`src/rtl/ecc_syndrome_stage_if.sv`:
```
// Stream bundle around the SEC-DED syndrome stage: received words in,
// codeword plus error mask out toward the XOR corrector.
interface ecc_syndrome_stage_if;
    logic        in_valid;
    logic        in_ready;
    logic [12:0] in_cw;
    logic        out_valid;
    logic        out_ready;
    logic [12:0] out_cw;
    logic [12:0] out_mask;
    logic        out_sec;
    logic        out_ded;

    // slave: the syndrome stage itself
    modport slave (
        input  in_valid, in_cw, out_ready,
        output in_ready, out_valid, out_cw, out_mask, out_sec, out_ded
    );

    // master: upstream source plus downstream corrector
    modport master (
        output in_valid, in_cw, out_ready,
        input  in_ready, out_valid, out_cw, out_mask, out_sec, out_ded
    );
endinterface

```
`src/rtl/ecc_syndrome_stage.sv`:
```
// Two-stage SEC-DED syndrome / error-locator for Hamming(13,8) words with
// valid/ready flow control and saturating corrected/uncorrectable counters.
module ecc_syndrome_stage #(
    parameter int CNT_W = 16
) (
    input  logic                clk,
    input  logic                reset_n,
    ecc_syndrome_stage_if.slave bus,
    input  logic                cnt_clr,
    output logic [CNT_W-1:0]    sec_cnt,
    output logic [CNT_W-1:0]    ded_cnt
);

    typedef struct packed {
        logic [12:0] cw;
        logic [3:0]  s;
        logic        pa;
    } s1_t;

    typedef struct packed {
        logic [12:0] cw;
        logic [12:0] mask;
        logic        sec;
        logic        ded;
    } s2_t;

    // s[k] folds every Hamming position whose index has bit k set
    function automatic s1_t syndrome(input logic [12:0] cw);
        s1_t r;
        r.cw = cw;
        r.s  = '0;
        for (int k = 0; k < 4; k++) begin
            for (int p = 1; p <= 12; p++) begin
                if (p[k]) r.s[k] = r.s[k] ^ cw[p];
            end
        end
        r.pa = ^cw;
        return r;
    endfunction

    function automatic s2_t classify(input s1_t r);
        s2_t o;
        o      = '0;
        o.cw   = r.cw;
        if (r.pa) begin
            if (r.s == 4'd0) begin
                o.mask = 13'h0001;
                o.sec  = 1'b1;
            end else if (r.s <= 4'd12) begin
                o.mask = 13'd1 << r.s;
                o.sec  = 1'b1;
            end else begin
                o.ded  = 1'b1;
            end
        end else if (r.s != 4'd0) begin
            o.ded = 1'b1;
        end
        return o;
    endfunction

    logic s1_vld, s2_vld;
    s1_t  s1;
    s2_t  s2;
    logic s1_free, s2_free, out_hs;

    assign s2_free      = !s2_vld || bus.out_ready;
    assign s1_free      = !s1_vld || s2_free;
    assign bus.in_ready = s1_free;
    assign out_hs       = s2_vld && bus.out_ready;

    always_ff @(posedge clk or negedge reset_n) begin
        if (!reset_n) begin
            s1_vld <= 1'b0;
            s1     <= '0;
        end else if (s1_free) begin
            s1_vld <= bus.in_valid;
            if (bus.in_valid) s1 <= syndrome(bus.in_cw);
        end
    end

    // S2 only advances when the corrector has taken (or never had) its word
    always_ff @(posedge clk or negedge reset_n) begin
        if (!reset_n) begin
            s2_vld <= 1'b0;
            s2     <= '0;
        end else if (s2_free) begin
            s2_vld <= s1_vld;
            if (s1_vld) s2 <= classify(s1);
        end
    end

    assign bus.out_valid = s2_vld;
    assign bus.out_cw    = s2.cw;
    assign bus.out_mask  = s2.mask;
    assign bus.out_sec   = s2.sec;
    assign bus.out_ded   = s2.ded;

    // clear wins over a same-cycle increment
    always_ff @(posedge clk or negedge reset_n) begin
        if (!reset_n) begin
            sec_cnt <= '0;
            ded_cnt <= '0;
        end else if (cnt_clr) begin
            sec_cnt <= '0;
            ded_cnt <= '0;
        end else if (out_hs) begin
            if (s2.sec && !(&sec_cnt)) sec_cnt <= sec_cnt + CNT_W'(1);
            if (s2.ded && !(&ded_cnt)) ded_cnt <= ded_cnt + CNT_W'(1);
        end
    end

endmodule

```
`src/flat_wrapper.sv`:
```
// flat-port wrapper written by rule: the top's interface ports become plain ports
module ecc_syndrome_stage_flat 
#(
    parameter int CNT_W = 16
)
  (clk, reset_n, cnt_clr, sec_cnt, ded_cnt, bus_in_valid, bus_in_cw, bus_out_ready, bus_in_ready, bus_out_valid, bus_out_cw, bus_out_mask, bus_out_sec, bus_out_ded);
  ecc_syndrome_stage_if bus_i ();
  input  logic clk;
  input  logic reset_n;
  input  logic cnt_clr;
  output logic [CNT_W-1:0] sec_cnt;
  output logic [CNT_W-1:0] ded_cnt;
  input wire logic [$bits(bus_i.in_valid)-1:0] bus_in_valid;
  input wire logic [$bits(bus_i.in_cw)-1:0] bus_in_cw;
  input wire logic [$bits(bus_i.out_ready)-1:0] bus_out_ready;
  output wire logic [$bits(bus_i.in_ready)-1:0] bus_in_ready;
  output wire logic [$bits(bus_i.out_valid)-1:0] bus_out_valid;
  output wire logic [$bits(bus_i.out_cw)-1:0] bus_out_cw;
  output wire logic [$bits(bus_i.out_mask)-1:0] bus_out_mask;
  output wire logic [$bits(bus_i.out_sec)-1:0] bus_out_sec;
  output wire logic [$bits(bus_i.out_ded)-1:0] bus_out_ded;
  assign bus_i.in_valid = bus_in_valid;
  assign bus_i.in_cw = bus_in_cw;
  assign bus_i.out_ready = bus_out_ready;
  assign bus_in_ready = bus_i.in_ready;
  assign bus_out_valid = bus_i.out_valid;
  assign bus_out_cw = bus_i.out_cw;
  assign bus_out_mask = bus_i.out_mask;
  assign bus_out_sec = bus_i.out_sec;
  assign bus_out_ded = bus_i.out_ded;
  ecc_syndrome_stage #(.CNT_W(CNT_W)) u_core (.clk(clk), .reset_n(reset_n), .bus(bus_i), .cnt_clr(cnt_clr), .sec_cnt(sec_cnt), .ded_cnt(ded_cnt));
endmodule
```
`config.mk`:
```
export PLATFORM = sky130hd
export DESIGN_NAME = ecc_syndrome_stage_flat
export DESIGN_NICKNAME = d
export VERILOG_FILES = /design/src/rtl/ecc_syndrome_stage_if.sv /design/src/rtl/ecc_syndrome_stage.sv /design/src/flat_wrapper.sv
export SDC_FILE = /design/constraint.sdc
export NUM_CORES = 1
export LEC_CHECK = 0
export CAP_MARGIN = 10
export CORE_MARGIN = 2
export CORE_UTILIZATION = 40
export DETAILED_ROUTE_END_ITERATION = 16
export GPL_TIMING_DRIVEN = 0
export HOLD_SLACK_MARGIN = 0.1
export PLACE_DENSITY = 0.63
export SLEW_MARGIN = 20
export SYNTH_ARGS = -nofsm -noshare
export SYNTH_HDL_FRONTEND = slang
export SYNTH_SLANG_ARGS = --single-unit
```
`constraint.sdc`:
```
create_clock -name clk -period 2.2 [get_ports clk]
set_input_delay 0.66 -clock clk [delete_from_list [all_inputs] [get_ports clk]]
set_output_delay 0.66 -clock clk [all_outputs]
set_load 0.01 [all_outputs]
```
==> results.json <==
{
  "status": "completed",
  "pin_count": 80,
  "reg2reg_to": "u_core.ded_cnt[1]$_DFFE_PN0P_",
  "synth_top_area_cell": "dfrtp_1",
  "path_class": "primary input to output port",
  "cp-start-kind": "primary input",
  "p_total_uw": 3940,
  "cts_buffers": 9,
  "yosysMostFrequentCell": "dfrtp_1",
  "final_cell_area_sq_um": 4940,
  "vias_per_cell": 5.17,
  "cp_max_fo": 6,
  "die_w_um": 101,
  "die-area_sq_um": 10200,
  "cts_setup_buffers": 0,
  "netlist_area_sq_um": 3750,
  "tightest_slew_ns": 0.559,
  "ys_types": 40,
  "post_drt_wl_per_cell_um": 14.7,
  "timing.fmax_mhz": 476,
  "worstPathRequired_ns": 1.54,
  "final_util_pct": 54.0,
  "ys_seq_area_share_pct": 53.4,
  "syn_nets": 363,
  "hold_path.class": "primary input to async pin",
  "drtIter0Drc": 71,
  "finalSetupViolations": 0,
  "grt_pass1_wl_mm": 13.4,
  "ys_top_cells_by_area": "dfrtp_1 (53%), xnor2_1 (8.4%), mux2_2 (8.1%)",
  "grt_overflow": 0,
  "synth-seq-cells": 80,
  "fin_ws_ns": 0.0978,
  "max-vdd-ir-drop_uv": 411,
  "place_congestion": 0.790,
  "cts.path.max_buffers": 2,
  "die_h_um": 101,
  "relSlewSlack_pct": 62.6,
  "grt_max_degree": 47,
  "syn_to_final_growth_pct": 31.7,
  "antenna_found_initial": 0,
  "r2r_setup_slack_ns": 0.43,
  "critPathCaptureType": "output port",
  "dp_hpwl_mm": 5.88,
  "r2r_cells": 6,
  "nFillCells": 831,
  "synth_top_area_share_pct": 53.4,
  "cts_max_level": 3,
  "ant_nets": 0,
  "cts_root_buf": "clkbuf_8",
  "diodes": 0,
  "start_util_pct": 41.0,
  "avgSynthCellArea_sq_um": 10.9,
  "rsz0062_at_grt": "false",
  "synthArstFlopShare_pct": 100,
  "preCtsSetupSlack_ns": -0.425,
  "fin_skew_ns": 0.0131,
  "num_rows": 35,
  "clock_sinks": 80,
  "synth_warnings": 0,
  "port_buffers": 78,
  "vias": 2840,
  "path_clk_slew_ns": 0.09,
  "drtPass1Iterations": 4,
  "power_density_nw_per_um2": 797,
  "netlist_instances": 343,
  "period_share_pct": 95.6,
  "grt_usage_pct": 16.7,
  "leakage_uw": 0.00201,
  "fp.coreArea_sq_um": 9150,
  "placed_area_sq_um": 4700,
  "arrival_ns": 1.44,
  "cts_tree": "built",
  "cap_violations": 0,
  "synth_common_cells": "dfrtp_1 (80), nor2_1 (36), xnor2_1 (36), nand2_1 (33), mux2_2 (27)",
  "drive_gt1_share_pct": 11.9,
  "period_minus_slack_ns": 2.10,
  "synth_edf_count": 0,
  "clock_latency_ns": 0.34,
  "nNetsFinal": 453,
  "synth-main-ff-cell": "dfrtp_1",
  "grt_pass1_vias": 2788,
  "drc": 0,
  "drt-total-wl_mm": 8.06,
  "slew_violations": 0,
  "hold_violations": 0,
  "timing.rr.start": "u_core.ded_cnt[0]$_DFFE_PN0P_",
  "setup_tns_ns": 0
}
## state kept, by name (all words and copies together), names as in the netlist
register and count:
u_core.sec_cnt 16, u_core.s1_vld 1, u_core.ded_cnt 16, u_core.bus.out_sec 1
u_core.bus.out_cw 13, u_core.bus.out_mask 13, u_core.bus.out_valid 1, u_core.bus.out_ded 1
u_core.s1 18
## how the worst max path moves through the flow
stage          slack (ns)          start                                 to
2_1_floorplan        0.40  bus_out_ready          u_core.s1[11]$_DFFE_PN0P_
3_3_place_gp        -2.43        reset_n  u_core.bus.out_cw[11]$_DFFE_PN0P_
3_5_place_dp        -0.42  bus_out_ready                       bus_in_ready
4_1_cts              0.10  bus_out_ready                       bus_in_ready
5_1_grt              0.07  bus_out_ready                       bus_in_ready
6_report              0.1  bus_out_ready                       bus_in_ready
## per-stage QoR
step | hold WS, ns | std cells
2_1_floorplan | 0.364 | 343
3_3_place_gp | 0.470 | 532
3_5_place_dp | 0.474 | 533
4_1_cts | 0.265 | 549
5_1_grt | 0.281 | 549
6_report | 0.259 | 549
## final cells by class
class,instances,area [sq um],area share [%]
well taps,111,139,2.81
clock buffers,11,141,2.86
multi-input cells,246,1680,33.9
plain buffers,14,62.6,1.27
clock inverters,5,104,2.10
inverters,3,11.3,0.228
flip-flops and latches,80,2000,40.5
repair buffers,79,806,16.3
## power by group
| part | internal (uW) | switching (uW) | total, uW |
|---|---|---|---|
| combinational | 448 | 379 | 827 |
| clock | 786 | 532 | 1320 |
| sequential | 1650 | 140 | 1790 |
| total | 2890 | 1050 | 3940 |
## cells by family (layout without fill, tap and decap cells)
group,after synthesis,after routing,share of synthesized area [%]
AOI/OAI and AO/OA,43,43,7.54
xor gates and xnor gates,49,49,11.4
adders and majority gates,2,2,0.667
buffers and inverters,17,112,1.97
DFF,80,80,53.4
muxes,29,29,8.64
and+or+nand+nor,123,123,16.4
## worst max-delay path, cell delays in order
cell and delay, ns:
dlygate4sd2_1 0.28, nand3b_1 0.23, clkdlybuf4s15_2 0.27
## placed cells by master (no fill, tap or decap), drive strengths merged, types with 13 or more instances in the layout
cell type	synthesis	layout
dfrtp	80	80
clkdlybuf4s50	0	75
nor2	36	36
xnor2	36	36
nand2	33	33
mux2	27	27
clkbuf	10	21
o21ai	18	18
nand3	13	13
xor2	13	13
## metal layers
metal | vias to the layer above | part of all wire, % | global-route usage [%]
li1 | 1376 | - | -
met1 | 1391 | 45 | 21.2
met2 | 63 | 49 | 27.8
met3 | 10 | 4.7 | 4.92
met4 | 0 | 1.1 | 4.21
met5 | - | 0 | 0
## repair_timing
item / 4_1_cts / 5_1_grt
gates resized for setup: 4 / 0
hold buffers: 0 / 0
setup endpoints to repair: 1 / 0
(Power assumes the default switching activity.)
==> variant, RTL diff (config.mk and constraints unchanged) <==
`CNT_W` is set to 16 in 2 places; all go to 14.
--- a/src/rtl/ecc_syndrome_stage.sv
+++ b/src/rtl/ecc_syndrome_stage.sv
@@ -1,7 +1,7 @@
 // Two-stage SEC-DED syndrome / error-locator for Hamming(13,8) words with
 // valid/ready flow control and saturating corrected/uncorrectable counters.
 module ecc_syndrome_stage #(
-    parameter int CNT_W = 16
+    parameter int CNT_W = 14
 ) (
     input  logic                clk,
     input  logic                reset_n,
--- a/src/flat_wrapper.sv
+++ b/src/flat_wrapper.sv
@@ -1,7 +1,7 @@
 // flat-port wrapper written by rule: the top's interface ports become plain ports
 module ecc_syndrome_stage_flat 
 #(
-    parameter int CNT_W = 16
+    parameter int CNT_W = 14
 )
   (clk, reset_n, cnt_clr, sec_cnt, ded_cnt, bus_in_valid, bus_in_cw, bus_out_ready, bus_in_ready, bus_out_valid, bus_out_cw, bus_out_mask, bus_out_sec, bus_out_ded);
   ecc_syndrome_stage_if bus_i ();
Ports: changed (resized ded_cnt and sec_cnt); port bits go from 80 to 76. No check against the original RTL was run, so the function may have changed too.
==> variant against the original RTL <==
- synthesized area down 3.0%
- cell count up 2.0%
- sequential cell count down 4
- utilization down 0.27 points
- design area down 4.7%
- wire length up 1.1%
- via count up 6.2%
- setup slack worse by 0.0040 ns
- power down 12%
- first-iteration DRC count up 2.8%
- maximum frequency down 0.19%
- largest power group unchanged
==> variant: results (changes against the original RTL) <==
\begin{tabular}{lr}
\hline
Metric & Value \\
\hline
\multicolumn{2}{l}{\textbf{Outcome}} \\
\quad Status & finished clean (unchanged) \\
\multicolumn{2}{l}{\textbf{STA}} \\
\quad Actual transition at the worst max-transition pin & 0.630 ns (was 0.559 ns) \\
\multicolumn{2}{l}{\textbf{Cells and area}} \\
\quad Top flop regs & u\_core.s1: 18 flops, u\_core.ded\_cnt: 14 flops, u\_core.sec\_cnt: 14 flops (was u\_core.s1: 18 flops, u\_core.ded\_cnt: 16 flops, u\_core.sec\_cnt: 16 flops) \\
\quad Proportion of layout cells with a drive suffix above 1 & 9.51\% (was 11.9\%) \\
\multicolumn{2}{l}{\textbf{Synthesis}} \\
\quad Total nets after synthesis & 382 (was 363) \\
\quad Commonest cells in the netlist & 76 x dfrtp\_1, 74 x nand2\_1, 29 x o21ai\_0 (was 80 x dfrtp\_1, 36 x nor2\_1, 36 x xnor2\_1) \\
\quad Adder-cell share of the synthesized area & 0.688\% (was 0.667\%) \\
\quad Library cells used by synthesis & 41 (was 40) \\
\quad Fraction of synthesized area in multiplexers & 4.02\% (was 8.64\%) \\
\quad Ranking of synthesized cells by area & dfrtp\_1 52\%, nand2\_1 7.6\%, mux2\_2 4.0\% (was dfrtp\_1 53\%, xnor2\_1 8.4\%, mux2\_2 8.1\%) \\
\quad Synth Area in Compound Gates & 12.0\% (was 7.54\%) \\
\quad XOR/XNOR share of the synthesized area & 5.54\% (was 11.4\%) \\
\multicolumn{2}{l}{\textbf{Drt}} \\
\quad Detail Route met2 WL & 3940 um (was 3930 um) \\
\quad Met3 Wirelength & 432 um (was 381 um) \\
\quad Routed length on met1 & 3680 um (was 3660 um) \\
\multicolumn{2}{l}{\textbf{Placement}} \\
\quad Worst setup slack before clock tree synthesis & -0.461 ns (was -0.425 ns) \\
\quad Number of port buffers & 74 (was 78) \\
\quad Final HPWL DP & 5960 um (was 5880 um) \\
\multicolumn{2}{l}{\textbf{Global route}} \\
\quad Pin count of the biggest net entering global routing & 41 (was 47) \\
\quad First-pass GRT wire length & 13800 um (was 13400 um) \\
\quad Met1 Use GR & 22.8\% (was 21.2\%) \\
\quad Vias in the first global route & 2923 (was 2788) \\
\quad Met3 GRT Util & 3.87\% (was 4.92\%) \\
\quad All-layer global routing usage & 17.3\% (was 16.7\%) \\
\quad M2 GR Usage & 28.3\% (was 27.8\%) \\
\multicolumn{2}{l}{\textbf{Critical path}} \\
\quad Max incr delay on CP & 0.31 ns (was 0.28 ns) \\
\multicolumn{2}{l}{\textbf{Pwr}} \\
\quad Design internal power & 0.00246 W (was 0.00289 W) \\
\quad Leakage Power & 1.94 nW (was 2.01 nW) \\
\quad Share of power burned in the clock network & 29.0\% (was 33.5\%) \\
\hline
\end{tabular}
## variant: changes by cell type after synthesis, moves of 5 or more
cell	unedited run	this run
xnor2_1	36	12
or4_1	0	11
a21oi_1	6	27
and3_1	9	4
a211oi_1	5	0
o31ai_1	2	17
nand2_1	33	74
or3_1	1	14
o21ai_0	15	29
mux2_2	27	13
xor2_1	13	4
nor2_1	36	2
## variant: cell type report
type | instances | area, um2
clock buffers | 11 | 131
flip-flops and latches | 76 | 1900
inverters | 6 | 22.5
clock inverters | 3 | 40.0
plain buffers | 15 | 72.6
well taps | 108 | 135
multi-input cells | 265 | 1640
repair buffers | 76 | 763
fillers | 811 | 4060
## variant: worst paths after layout
check	startpoint	endpoint	slack (ns)	depth (start not counted)
worst max-delay path	bus_out_ready	bus_in_ready	0.09	3
worst min-delay path	reset_n	u_core.sec_cnt[12]	0.28	1
max in group asynchronous	reset_n	u_core.bus.out_cw[3]	1.34	2
worst min register to register	u_core.s1[9]	u_core.bus.out_cw[4]	0.46	2
worst max register to register	u_core.sec_cnt[0]	u_core.sec_cnt[7]	0.28	6
min in group clk	u_core.s1[9]	u_core.bus.out_cw[4]	0.46	2
## variant: cell families after synthesis
logic type                 after synthesis
AOI/OAI and AO/OA                       77
xor gates and xnor gates                19
adders and majority gates                2
buffers and inverters                   21
DFF                                     76
muxes                                   13
and+or+nand+nor                        154
## variant: repair_timing
action                     4_1_cts  5_1_grt
resized for setup                2        0
buffers inserted                 1        0
setup endpoints to repair        3        0
hold endpoints to repair         0        0
## variant: per-stage QoR
| step | setup TNS (ns) | cells |
|---|---|---|
| floorplan | 0 | 362 |
| global placement | -181.93 | 544 |
| detailed placement | -9.93 | 545 |
| CTS | 0 | 560 |
| global route | 0 | 560 |
| finish | 0 | 560 |
